[src/rtl/int_ctrl.sv]
// int_ctrl: prioritised interrupt controller for the CPU core.
// Synchronises and edge-detects up to 8 request lines, latches them as
// pending, and drives the interrupt/intVect/intAck handshake. The
// ENABLE/PENDING/ACTIVE registers are mapped at 0x10(IO_BASE)..+3.
// Optional build macro INT_CTRL_LEVEL_EN adds a LEVEL register at offset 3
// that makes selected sources level-sensitive.
module int_ctrl #(
  parameter int              N_IRQ      = 8,
  parameter logic [7:0]      IO_BASE    = 8'h80,
  parameter logic [15:0]     VECT_BASE  = 16'h0008,
  parameter int              VECT_SHIFT = 2
) (
  input  logic             clk,
  input  logic             reset,
  input  logic [N_IRQ-1:0] irq_in,
  input  logic [15:0]      ioAddress,
  input  logic [7:0]       ioDataIn,
  input  logic             ioWriteEn,
  input  logic             ioReadEn,
  output logic [7:0]       ioDataOut,
  output logic             interrupt,
  output logic [15:0]      intVect,
  input  logic             intAck
);

  localparam logic [1:0] S_IDLE = 2'd0;
  localparam logic [1:0] S_REQ  = 2'd1;
  localparam logic [1:0] S_GAP  = 2'd2;

  // Bits at or above N_IRQ are tied off everywhere through this mask.
  localparam logic [7:0] IRQ_MASK = 8'hFF >> (8 - N_IRQ);

  logic [7:0]  irq_w;
  logic [7:0]  sync1_q, sync2_q, prev_q;
  logic [7:0]  edge_w;
  logic [7:0]  enable_q, enable_d;
  logic [7:0]  pend_q, pend_d;
  logic [7:0]  req_w;
  logic [7:0]  ack_clr_w, w1c_w;
  logic [7:0]  rd_data_w;
  logic [7:0]  dout_d;
  logic [1:0]  state_q, state_d;
  logic [2:0]  cur_idx_q, cur_idx_d;
  logic [2:0]  first_idx_w;
  logic [15:0] vect_q, vect_d;
  logic        int_q, int_d;
  logic        hit_w, wr_w, rd_w, ack_w;
  logic [1:0]  off_w;
`ifdef INT_CTRL_LEVEL_EN
  logic [7:0]  level_q, level_d;
`endif

  // Widen the request lines to 8 bits, unused positions held at 0.
  always_comb begin
    irq_w = '0;
    for (int i = 0; i < N_IRQ; i++) irq_w[i] = irq_in[i];
  end

  // Two-flop synchroniser plus previous-value flop for edge detection.
  always_ff @(posedge clk or posedge reset) begin
    if (reset) begin
      sync1_q <= '0;
      sync2_q <= '0;
      prev_q  <= '0;
    end else begin
      sync1_q <= irq_w;
      sync2_q <= sync1_q;
      prev_q  <= sync2_q;
    end
  end

  assign edge_w = sync2_q & ~prev_q & IRQ_MASK;

  assign hit_w = (ioAddress[15:8] == 8'h10) && (ioAddress[7:2] == IO_BASE[7:2]);
  assign off_w = ioAddress[1:0];
  assign wr_w  = ioWriteEn && hit_w;
  assign rd_w  = ioReadEn && hit_w;
  assign ack_w = intAck && (state_q == S_REQ);

  // Register writes and pending update; a new edge wins over any clear.
  always_comb begin
    enable_d  = enable_q;
    w1c_w     = '0;
    ack_clr_w = '0;
    if (wr_w && off_w == 2'd0) enable_d = ioDataIn & IRQ_MASK;
    if (wr_w && off_w == 2'd1) w1c_w = ioDataIn;
    if (ack_w) ack_clr_w = 8'd1 << cur_idx_q;
    pend_d = ((pend_q & ~(ack_clr_w | w1c_w)) | edge_w) & IRQ_MASK;
`ifdef INT_CTRL_LEVEL_EN
    level_d = level_q;
    if (wr_w && off_w == 2'd3) level_d = ioDataIn & IRQ_MASK;
    // Level sources mirror the synchronised line; clears cannot touch them.
    pend_d = ((pend_d & ~level_q) | (sync2_q & level_q)) & IRQ_MASK;
`endif
  end

  // Lowest-numbered enabled pending source has the highest priority.
  always_comb begin
    req_w       = pend_q & enable_q;
    first_idx_w = '0;
    for (int i = 7; i >= 0; i--) begin
      if (req_w[i]) first_idx_w = i[2:0];
    end
  end

  // Handshake FSM: IDLE picks a source, REQ holds until ack, GAP forces
  // the extra low cycle so the core always sees two deasserted cycles.
  always_comb begin
    state_d   = state_q;
    cur_idx_d = cur_idx_q;
    case (state_q)
      S_IDLE: begin
        if (|req_w) begin
          state_d   = S_REQ;
          cur_idx_d = first_idx_w;
        end
      end
      S_REQ:   if (intAck) state_d = S_GAP;
      S_GAP:   state_d = S_IDLE;
      default: state_d = S_IDLE;
    endcase
    vect_d = VECT_BASE + (16'(cur_idx_d) << VECT_SHIFT);
    int_d  = (state_d == S_REQ);
  end

  // Read mux; the result is registered and returns 0 when not selected.
  always_comb begin
    case (off_w)
      2'd0:    rd_data_w = enable_q;
      2'd1:    rd_data_w = pend_q;
      2'd2:    rd_data_w = {state_q != S_IDLE, 4'b0000, cur_idx_q};
`ifdef INT_CTRL_LEVEL_EN
      default: rd_data_w = level_q;
`else
      default: rd_data_w = 8'h00;
`endif
    endcase
    dout_d = rd_w ? rd_data_w : 8'h00;
  end

  // Control and register state.
  always_ff @(posedge clk or posedge reset) begin
    if (reset) begin
      enable_q  <= '0;
      pend_q    <= '0;
      state_q   <= S_IDLE;
      cur_idx_q <= '0;
      vect_q    <= VECT_BASE;
      int_q     <= 1'b0;
      ioDataOut <= '0;
    end else begin
      enable_q  <= enable_d;
      pend_q    <= pend_d;
      state_q   <= state_d;
      cur_idx_q <= cur_idx_d;
      vect_q    <= vect_d;
      int_q     <= int_d;
      ioDataOut <= dout_d;
    end
  end

`ifdef INT_CTRL_LEVEL_EN
  // LEVEL register: selects level-sensitive sources.
  always_ff @(posedge clk or posedge reset) begin
    if (reset) level_q <= '0;
    else       level_q <= level_d;
  end
`endif

  assign interrupt = int_q;
  assign intVect   = vect_q;

endmodule
[config.mk]
export PLATFORM = sky130hd
export DESIGN_NAME = int_ctrl
export DESIGN_NICKNAME = d
export VERILOG_FILES = /design/src/rtl/int_ctrl.sv
export SDC_FILE = /design/constraint.sdc
export NUM_CORES = 1
export LEC_CHECK = 0
export CORE_ASPECT_RATIO = 0.75
export CORE_MARGIN = 2
export CORE_UTILIZATION = 51
export DETAILED_ROUTE_END_ITERATION = 8
export PLACE_DENSITY = 0.87
export SYNTH_ARGS = -nofsm -noshare
export SYNTH_HDL_FRONTEND = slang
export SYNTH_SLANG_ARGS = --single-unit
export TNS_END_PERCENT = 1
[constraint.sdc]
create_clock -name clk -period 5.74 [get_ports clk]
set_clock_uncertainty 0.15 [all_clocks]
set_input_delay 1.722 -clock clk [delete_from_list [all_inputs] [get_ports clk]]
set_output_delay 1.722 -clock clk [all_outputs]
set_load 0.01 [all_outputs]
# ---- Word-level counts from Yosys, hierarchy flattened
# Index checks and enable logic that the tools add are counted.
dict set report word_totals {
  reg_bits 60
  word_cells 52
}
dict set report classes {
  addsub 1
  n_eq_ne 6
  shifts 1
  mux 17
  bitwise 7
  reduce_logical 10
}
# cell count
set op_table {}
lappend op_table {{$mux W3} 10}
lappend op_table {{$and A8 B8 Y8} 3}
lappend op_table {{$mux W8} 3}
lappend op_table {{$pmux W8 S3} 1}
lappend op_table {{$not A8 Y8} 2}
lappend op_table {{$or A8 B8 Y8} 2}
lappend op_table {{$eq A8 B5 Y1 const B} 1}
lappend op_table {{$reduce_or A8 Y1} 1}
lappend op_table {{$shl A1 B3 Y8 const A} 1}
lappend op_table {{$add A4 B5 Y6 const A} 1}
lappend op_table {{$eq A2 B1 Y1 const B} 3}
lappend op_table {{$eq A6 B6 Y1 const B} 1}
lappend op_table {{$logic_and A1 B1 Y1} 6}
lappend op_table {{$logic_not A2 Y1} 2}
lappend op_table {{$mux W2} 2}
lappend op_table {{$pmux W2 S2} 1}
lappend op_table {{$eq A2 B2 Y1 const B} 1}
lappend op_table {{$reduce_bool A2 Y1} 1}

# ---- Logic depth before layout (Yosys ltp)
# Gate-level depths: netlist of the first run.
dict set report depth {
  depth_word 12
  depth_mapped 6
  depth_no_buf 5
}

# ---- Worst setup path before layout of the first run
# No wires, ideal clock.
dict set report synth_path {
  path_kind {input to register}
  from {input port ioAddress[9]}
  to {register enable_q[0]}
  arrival_time_ns 2.921
  slack_ns 2.544
  stages 6
  n_path_buf 2
  path_cell_list {nor4_1 -> and4_1 -> buf_6 -> nor2b_4 -> buf_12 -> mux2_4}
}
dict set report synth_via {
  elab_chain_len 4
}
# item line
set synth_lines {}
lappend synth_lines {{start, declared} 16} ;# input logic [15:0] ioAddress,
lappend synth_lines {{$eq A8 B5 Y1} 74} ;# assign hit_w = (ioAddress[15:8] == 8'h10) && (ioAddress[7:2] == IO_BASE[7:2]);
lappend synth_lines {{$logic_and A1 B1 Y1} 74}
lappend synth_lines {{$logic_and A1 B1 Y1} 76} ;# assign wr_w = ioWriteEn && hit_w;
lappend synth_lines {{$logic_and A1 B1 Y1} 85} ;# if (wr_w && off_w == 2'd0) enable_d = ioDataIn & IRQ_MASK;
lappend synth_lines {{end signal, assigned} 152} ;# enable_q <= enable_d;
lappend synth_lines {{end, declared} 36} ;# logic [7:0] enable_q, enable_d;
# Every way passes these cells.
# A chain may end at the register's enable or synchronous reset.

# ---- Final worst setup path of the first run
dict set report layout_path {
  from {input port ioAddress[1]}
  to {register enable_q[0]}
}
dict set report layout_via {
  elab_chain_len 2
}
# item line
set layout_lines {}
lappend layout_lines {{$logic_not A2 Y1} 85}
lappend layout_lines {{$logic_and A1 B1 Y1} 85}
# Every way passes these cells.

==> reports/results.ini, run 1 <==
[run_status]
outcome = finished, final reports clean

[clocking]
cts_tree = done
cts_resized = 0
cts_hold_buf = 0
postCtsSetupBuffers = 0
cts_sinks = 57
clk_latency_ps = 330
clk_pin_slew_worst_paths_ps = 60
cts_buffer_depth = 2
cts_buffers = 9
cts_root_buf = clkbuf_8
htree_num_levels = 3

[timing]
final.min_clock_period_ps = 3630
slew-limit-headroom_pct = 25.5
max_slew.worst_pin.slew_ps = 1120
fmax_mhz = 275
setup_viol = 0
finalSetupTns_ps = 0
slew_viol_final = 0
rsz0062_at_grt = no
period_share_pct = 63.3
hold_viol_final = 0

[yosys]
avgSynthCellArea_sq_um = 12.4
synth-main-ff-cell = dfrtp_1
synth_seq_cells = 57
netlist_area_sq_um = 2330
yosysUniqueCellTypes = 36
synth.largest_area_cell = dfrtp_1
synth_edf_count = 0
syn_inst = 188
synth.top_cell.area_share_pct = 60.2
synth.area.top_cells = dfrtp_1 (60%), mux2_4 (5.2%), buf_4 (4.5%), mux2i_1 (3.4%), nor2_1 (2.3%)
ys_seq_area_share_pct = 61.3
async_flop_share_pct = 100
yosys_warnings = 0

[setup_path]
slowest_stage = clkdlybuf4s50_1
rrSetupSlack_ps = 3910
worstPathRequired_ps = 5800
timing.rr.start = pend_q[2]$_DFF_PP0_
crit_type = in2reg
ff2ff_path_depth = 5
cp_cell_sequence = clkdlybuf4s50_1 > nor4b_1 > and4_1 > nor2b_4 > mux2_4
crit_arrival_ps = 3690
cp_max_fo = 9
cpPeakStageDelay_ps = 530
cp-start-kind = input pin
critPathCaptureType = flop
timing.rr.end = intVect[4]$_DFF_PP0_

[route]
viasPerCell = 5.08
dr.pass1.iters = 5
wl_per_cell_um = 14.8
drt_drc_violations_left = 0
drt_iter0_drc = 62
routed_wirelength_um = 4490
ant_nets = 0
vias = 1544

[global_routing]
grt_busiest_layer = met2
grt_max_degree = 58
grt_pass1_wl_um = 7380
grt_pass1_vias = 1584
grt_util_met3_pct = 8.96
grt.met1_usage_pct = 24.8
antenna_found_initial = 0
grt_remaining_overflow = 0
grt_usage_pct = 19.7
grt_use_met2_pct = 30.6

[floorplanning]
start_util_pct = 52.5
die_area_sq_um = 5130
core-area_sq_um = 4440
die_w_um = 82.0
row_count = 21
die_y_um = 62.5
ios = 62

[pwr]
leakage_uw = 0.00138
p_total_uw = 908
peakVddDrop_mv = 0.214
powerDensity_nw_per_um2 = 300

[run]
maxCapViolCount = 0

[worst_hold_path]
hold_depth = 0
worst_hold_path.endpoint = sync2_q[5]$_DFF_PP0_
hp-start = sync1_q[5]$_DFF_PP0_
hp-class = reg2reg

[layout]
antenna_cells = 0
final_common_cell = dfrtp_1
nets = 280
regArea_sq_um = 1430
multi_input_area_sq_um = 766
drive_gt1_share_pct = 11.7
final_cell_area_sq_um = 3030
fillers = 336
final_cell_mix = dfrtp_1 (56), clkdlybuf4s50_1 (49), nor2_1 (14)
synthToLayoutAreaGrowth_pct = 30.0

[place]
gp_congestion = 0.835
placed_area_sq_um = 2790
dp_hpwl_um = 3100
port_buffers = 49

[critical path: cells and delay by family]
kind	cells	cell delay, ps
and+or+nand+nor	3	1100
buffers and inverters	1	530
muxes	1	340
[registers in the layout, summed over array words and instances (netlist names), named ones only]
signal / flops
cur_idx_q: 2
enable_q: 8
intVect: 3
interrupt: 1
ioDataOut: 8
pend_q: 8
prev_q: 8
state_q: 2
sync1_q: 8
sync2_q: 8
[power by group]
part	switching (uW)	leakage [uW]	total [uW]	internal (uW)
Sequential	4.29	0.000695	416	412
Combinational	24.1	0.000571	52.3	28.2
Clock	151	0.000118	440	288
Total	180	0.00138	908	729
[per-stage QoR]
| stage | worst slack, ps | std cells | hold slack (ps) | utilization (%) |
|---|---|---|---|---|
| after floorplan | 2470 | 199 | 181 | - |
| after global placement | 1850 | 288 | 182 | 62.9 |
| after detailed placement | 1770 | 288 | 185 | 62.9 |
| after CTS | 2120 | 304 | 199 | 68.2 |
| after global routing | 1960 | 304 | 215 | 68.2 |
| final | 2110 | 304 | 199 | 68.2 |
[per-layer routing]
metal | routed length [um] | part of all wire, %
met2 | 2240 | 50
met1 | 1930 | 43
met4 | 8 | 0.18
met3 | 313 | 7.0
met5 | 0 | 0
[logic make-up after synthesis]
group                      Yosys count  synth area share [%]
other                                1                 0.161
DFF                                 57                  61.3
muxes                               16                  8.59
and+or+nand+nor                     49                  12.0
AOI/OAI and AO/OA                   37                  9.77
adders and majority gates            1                 0.537
buffers and inverters               27                  7.63
[cell usage after synthesis, drive strengths merged (3+ instances only)]
cell type	instances
and3	8
o22ai	8
a22oi	4
nand2	10
nand2b	4
nor2	14
buf	17
nor4b	3
mux2	8
a21oi	9
mux2i	8
o21ai	9
inv	10
dfrtp	56
[cell type report]
cell class	count	area share, %
clock inverters	5	3.43
inverters	10	1.24
multi-input cells	115	25.3
well taps	57	2.36
repair buffers	49	16.2
flip-flops and latches	57	47.1
clock buffers	11	4.34
[worst max path at each step]
stage                                    to    startpoint
CTS                 enable_q[0]$_DFFE_PP0P_  ioAddress[1]
detailed placement  enable_q[6]$_DFFE_PP0P_  ioAddress[1]
finish              enable_q[0]$_DFFE_PP0P_  ioAddress[1]
floorplan                         async pin         reset
global placement    enable_q[4]$_DFFE_PP0P_  ioAddress[1]
global route        enable_q[0]$_DFFE_PP0P_  ioAddress[1]
Note: power is estimated with default switching activity, not from simulation.
==> run 2, diff against run 1 <==
Settings changed: CORE_UTILIZATION 51 to 43, PLACE_DENSITY 0.87 to 0.79.
Clock period 5.74 ns to 3.3 ns, I/O delays scaled along.
==> run 2 against run 1 <==
Against the previous run:
- worst setup slack worse by 1500 ps
- register-to-register slack worse by 2400 ps
- routed wire length down 0.60%
- non-clock buffer count up 5
- clock power up 51%
- cell count up 7.6%
- critical path type unchanged
- largest cell class unchanged
- highest routed layer unchanged
==> reports/results.ini, run 2 (synthesized netlist as in run 1, its figures left out) <==
[setup_path]
worstPathRequired_ps = 3370  ; -2430 ps
cp_cell_sequence = clkdlybuf4s50_1 > nor4_1 > and4_1 > nor2b_4 > mux2_4
slowest_stage = clkdlybuf4s50_1
cp-start-kind = input pin
critPathCaptureType = flop
crit_type = in2reg
crit_family = simple AND/OR/NAND/NOR gates
cpPeakStageDelay_ps = 410  ; -120 ps
cp_max_fo = 8  ; -1
cp_num_buf_inv = 1  ; unchanged
crit_arrival_ps = 2730  ; -960 ps

[pwr]
leakage_uw = 0.00140  ; +1.3%
peakVddDrop_mv = 0.301  ; +41%
powerDensity_nw_per_um2 = 482  ; +61%

[route]
ant_nets = 0  ; unchanged
viasPerCell = 4.77  ; -6.1%
drt_iter0_drc = 101  ; +63%
wl_per_cell_um = 13.7  ; -7.6%
dr.pass1.iters = 4  ; -1
drt_drc_violations_left = 0  ; unchanged
routed_wirelength_um = 4470  ; -0.60%
vias = 1560  ; +1.0%

[clocking]
clk_pin_slew_worst_paths_ps = 60  ; about the same
cts_sinks = 57  ; unchanged
cts_root_buf = clkbuf_8
cts_resized = 0  ; unchanged
htree_num_levels = 3  ; unchanged
cts_hold_buf = 0  ; unchanged
clk_latency_ps = 340  ; about the same
cts_buffer_depth = 2  ; unchanged
cts_buffers = 9  ; unchanged
postCtsSetupBuffers = 0  ; unchanged
cts_tree = done

[global_routing]
grt_pass1_wl_um = 7350  ; -0.47%
grt_usage_pct = 17.0  ; -2.7 points
antenna_found_initial = 0  ; unchanged
grt_max_degree = 58  ; unchanged
grt_pass1_vias = 1637  ; +3.3%
grt_remaining_overflow = 0  ; unchanged

[place]
placed_area_sq_um = 2870  ; +2.6%
dp.cells = 311  ; +8.0%
dp_hpwl_um = 3210  ; +3.3%
gp_congestion = 0.868  ; +3.9%
place_ws_ps = 255  ; -1510 ps
port_buffers = 49  ; unchanged

[layout]
fillers = 465  ; +38%
final_cell_area_sq_um = 3070  ; +1.5%
synthToLayoutAreaGrowth_pct = 31.9
final_cell_mix = dfrtp_1 (56), clkdlybuf4s50_1 (49), nor2_1 (14)
layout.cells.non_filler = 327  ; +7.6%
antenna_cells = 0  ; unchanged
nets = 285  ; +1.8%
final_common_cell = dfrtp_1
drive_gt1_share_pct = 13.5  ; +1.8 points

[timing]
max_slew.worst_pin.slew_ps = 506  ; -609 ps
final.min_clock_period_ps = 2660
fin_ws_ps = 640  ; -1470 ps
setup_viol = 0  ; unchanged
slew_viol_final = 0  ; unchanged
slew-limit-headroom_pct = 66.1  ; +41 points
finalSetupTns_ps = 0  ; unchanged
period_share_pct = 80.6
hold_viol_final = 0  ; unchanged
rsz0062_at_grt = no
fmax_mhz = 376
hold_ws_ps = 197  ; -2.21 ps

[floorplanning]
ios = 62  ; unchanged
row_count = 23  ; +9.5%
start_util_pct = 44.0  ; -8.5 points
die_area_sq_um = 6030  ; +18%
die_y_um = 67.7  ; +8.3%
core-area_sq_um = 5300  ; +19%
die_w_um = 89.0  ; +8.5%

[worst_hold_path]
hp-class = reg2reg

[run_status]
outcome = finished, final reports clean

[run]
maxCapViolCount = 0  ; unchanged

[run 2: metal layers]
metal,track usage (%),share of wire [%],vias to the layer above,routed length (um)
met3,7.33,7.6,8,338
met5,0,0,-,0
met1,20.0,42,750,1890
met4,6.72,1.5,0,69
met2,27.7,49,51,2170
li1,-,-,751,-
[run 2: layout make-up]
cell class                      count  area [sq um]  area share (%)
Inverter                           10          37.5            1.22
Clock buffer                       14           173            5.62
Multi-Input combinational cell    115           766            24.9
Timing Repair Buffer               54           541            17.6
Tap cell                           75          93.8            3.05
Clock inverter                      2          35.0            1.14
Sequential cell                    57          1430            46.5
[run 2: where the power goes]
| group | switching (uW) | internal [uW] | total, uW |
|---|---|---|---|
| logic | 42.1 | 53.7 | 95.8 |
| clock network | 254 | 410 | 663 |
| registers | 6.91 | 717 | 724 |
| total | 303 | 1180 | 1480 |
[run 2: metrics by stage]
stage	total power (uW)	utilization, %
2_1_floorplan	780	-
3_3_place_gp	830	54.1
3_5_place_dp	833	54.1
4_1_cts	1500	58.0
5_1_grt	1540	58.0
6_report	1480	58.0
[run 2: worst paths after layout]
check                      depth (start not counted)                 endpoint  slack, ps                  from
setup / recovery                                   5  enable_q[4]$_DFFE_PP0P_        640          ioAddress[8]
hold / removal                                     0     sync2_q[3]$_DFF_PP0_        200  sync1_q[3]$_DFF_PP0_
setup reg to reg                                   5     intVect[4]$_DFF_PP0_       1470   pend_q[2]$_DFF_PP0_
hold reg to reg                                    0     sync2_q[3]$_DFF_PP0_        200  sync1_q[3]$_DFF_PP0_
max in group asynchronous                          3     intVect[3]$_DFF_PP1_       1830                 reset
min in group asynchronous                          3      prev_q[7]$_DFF_PP0_        860                 reset
[run 2: worst register-to-register path: stages (launching register included)]
cell and delay [ps]:
dfrtp_1 420, a22oi_1 350, inv_1 70, o21ai_0 310, a21oi_1 130, ha_1 300
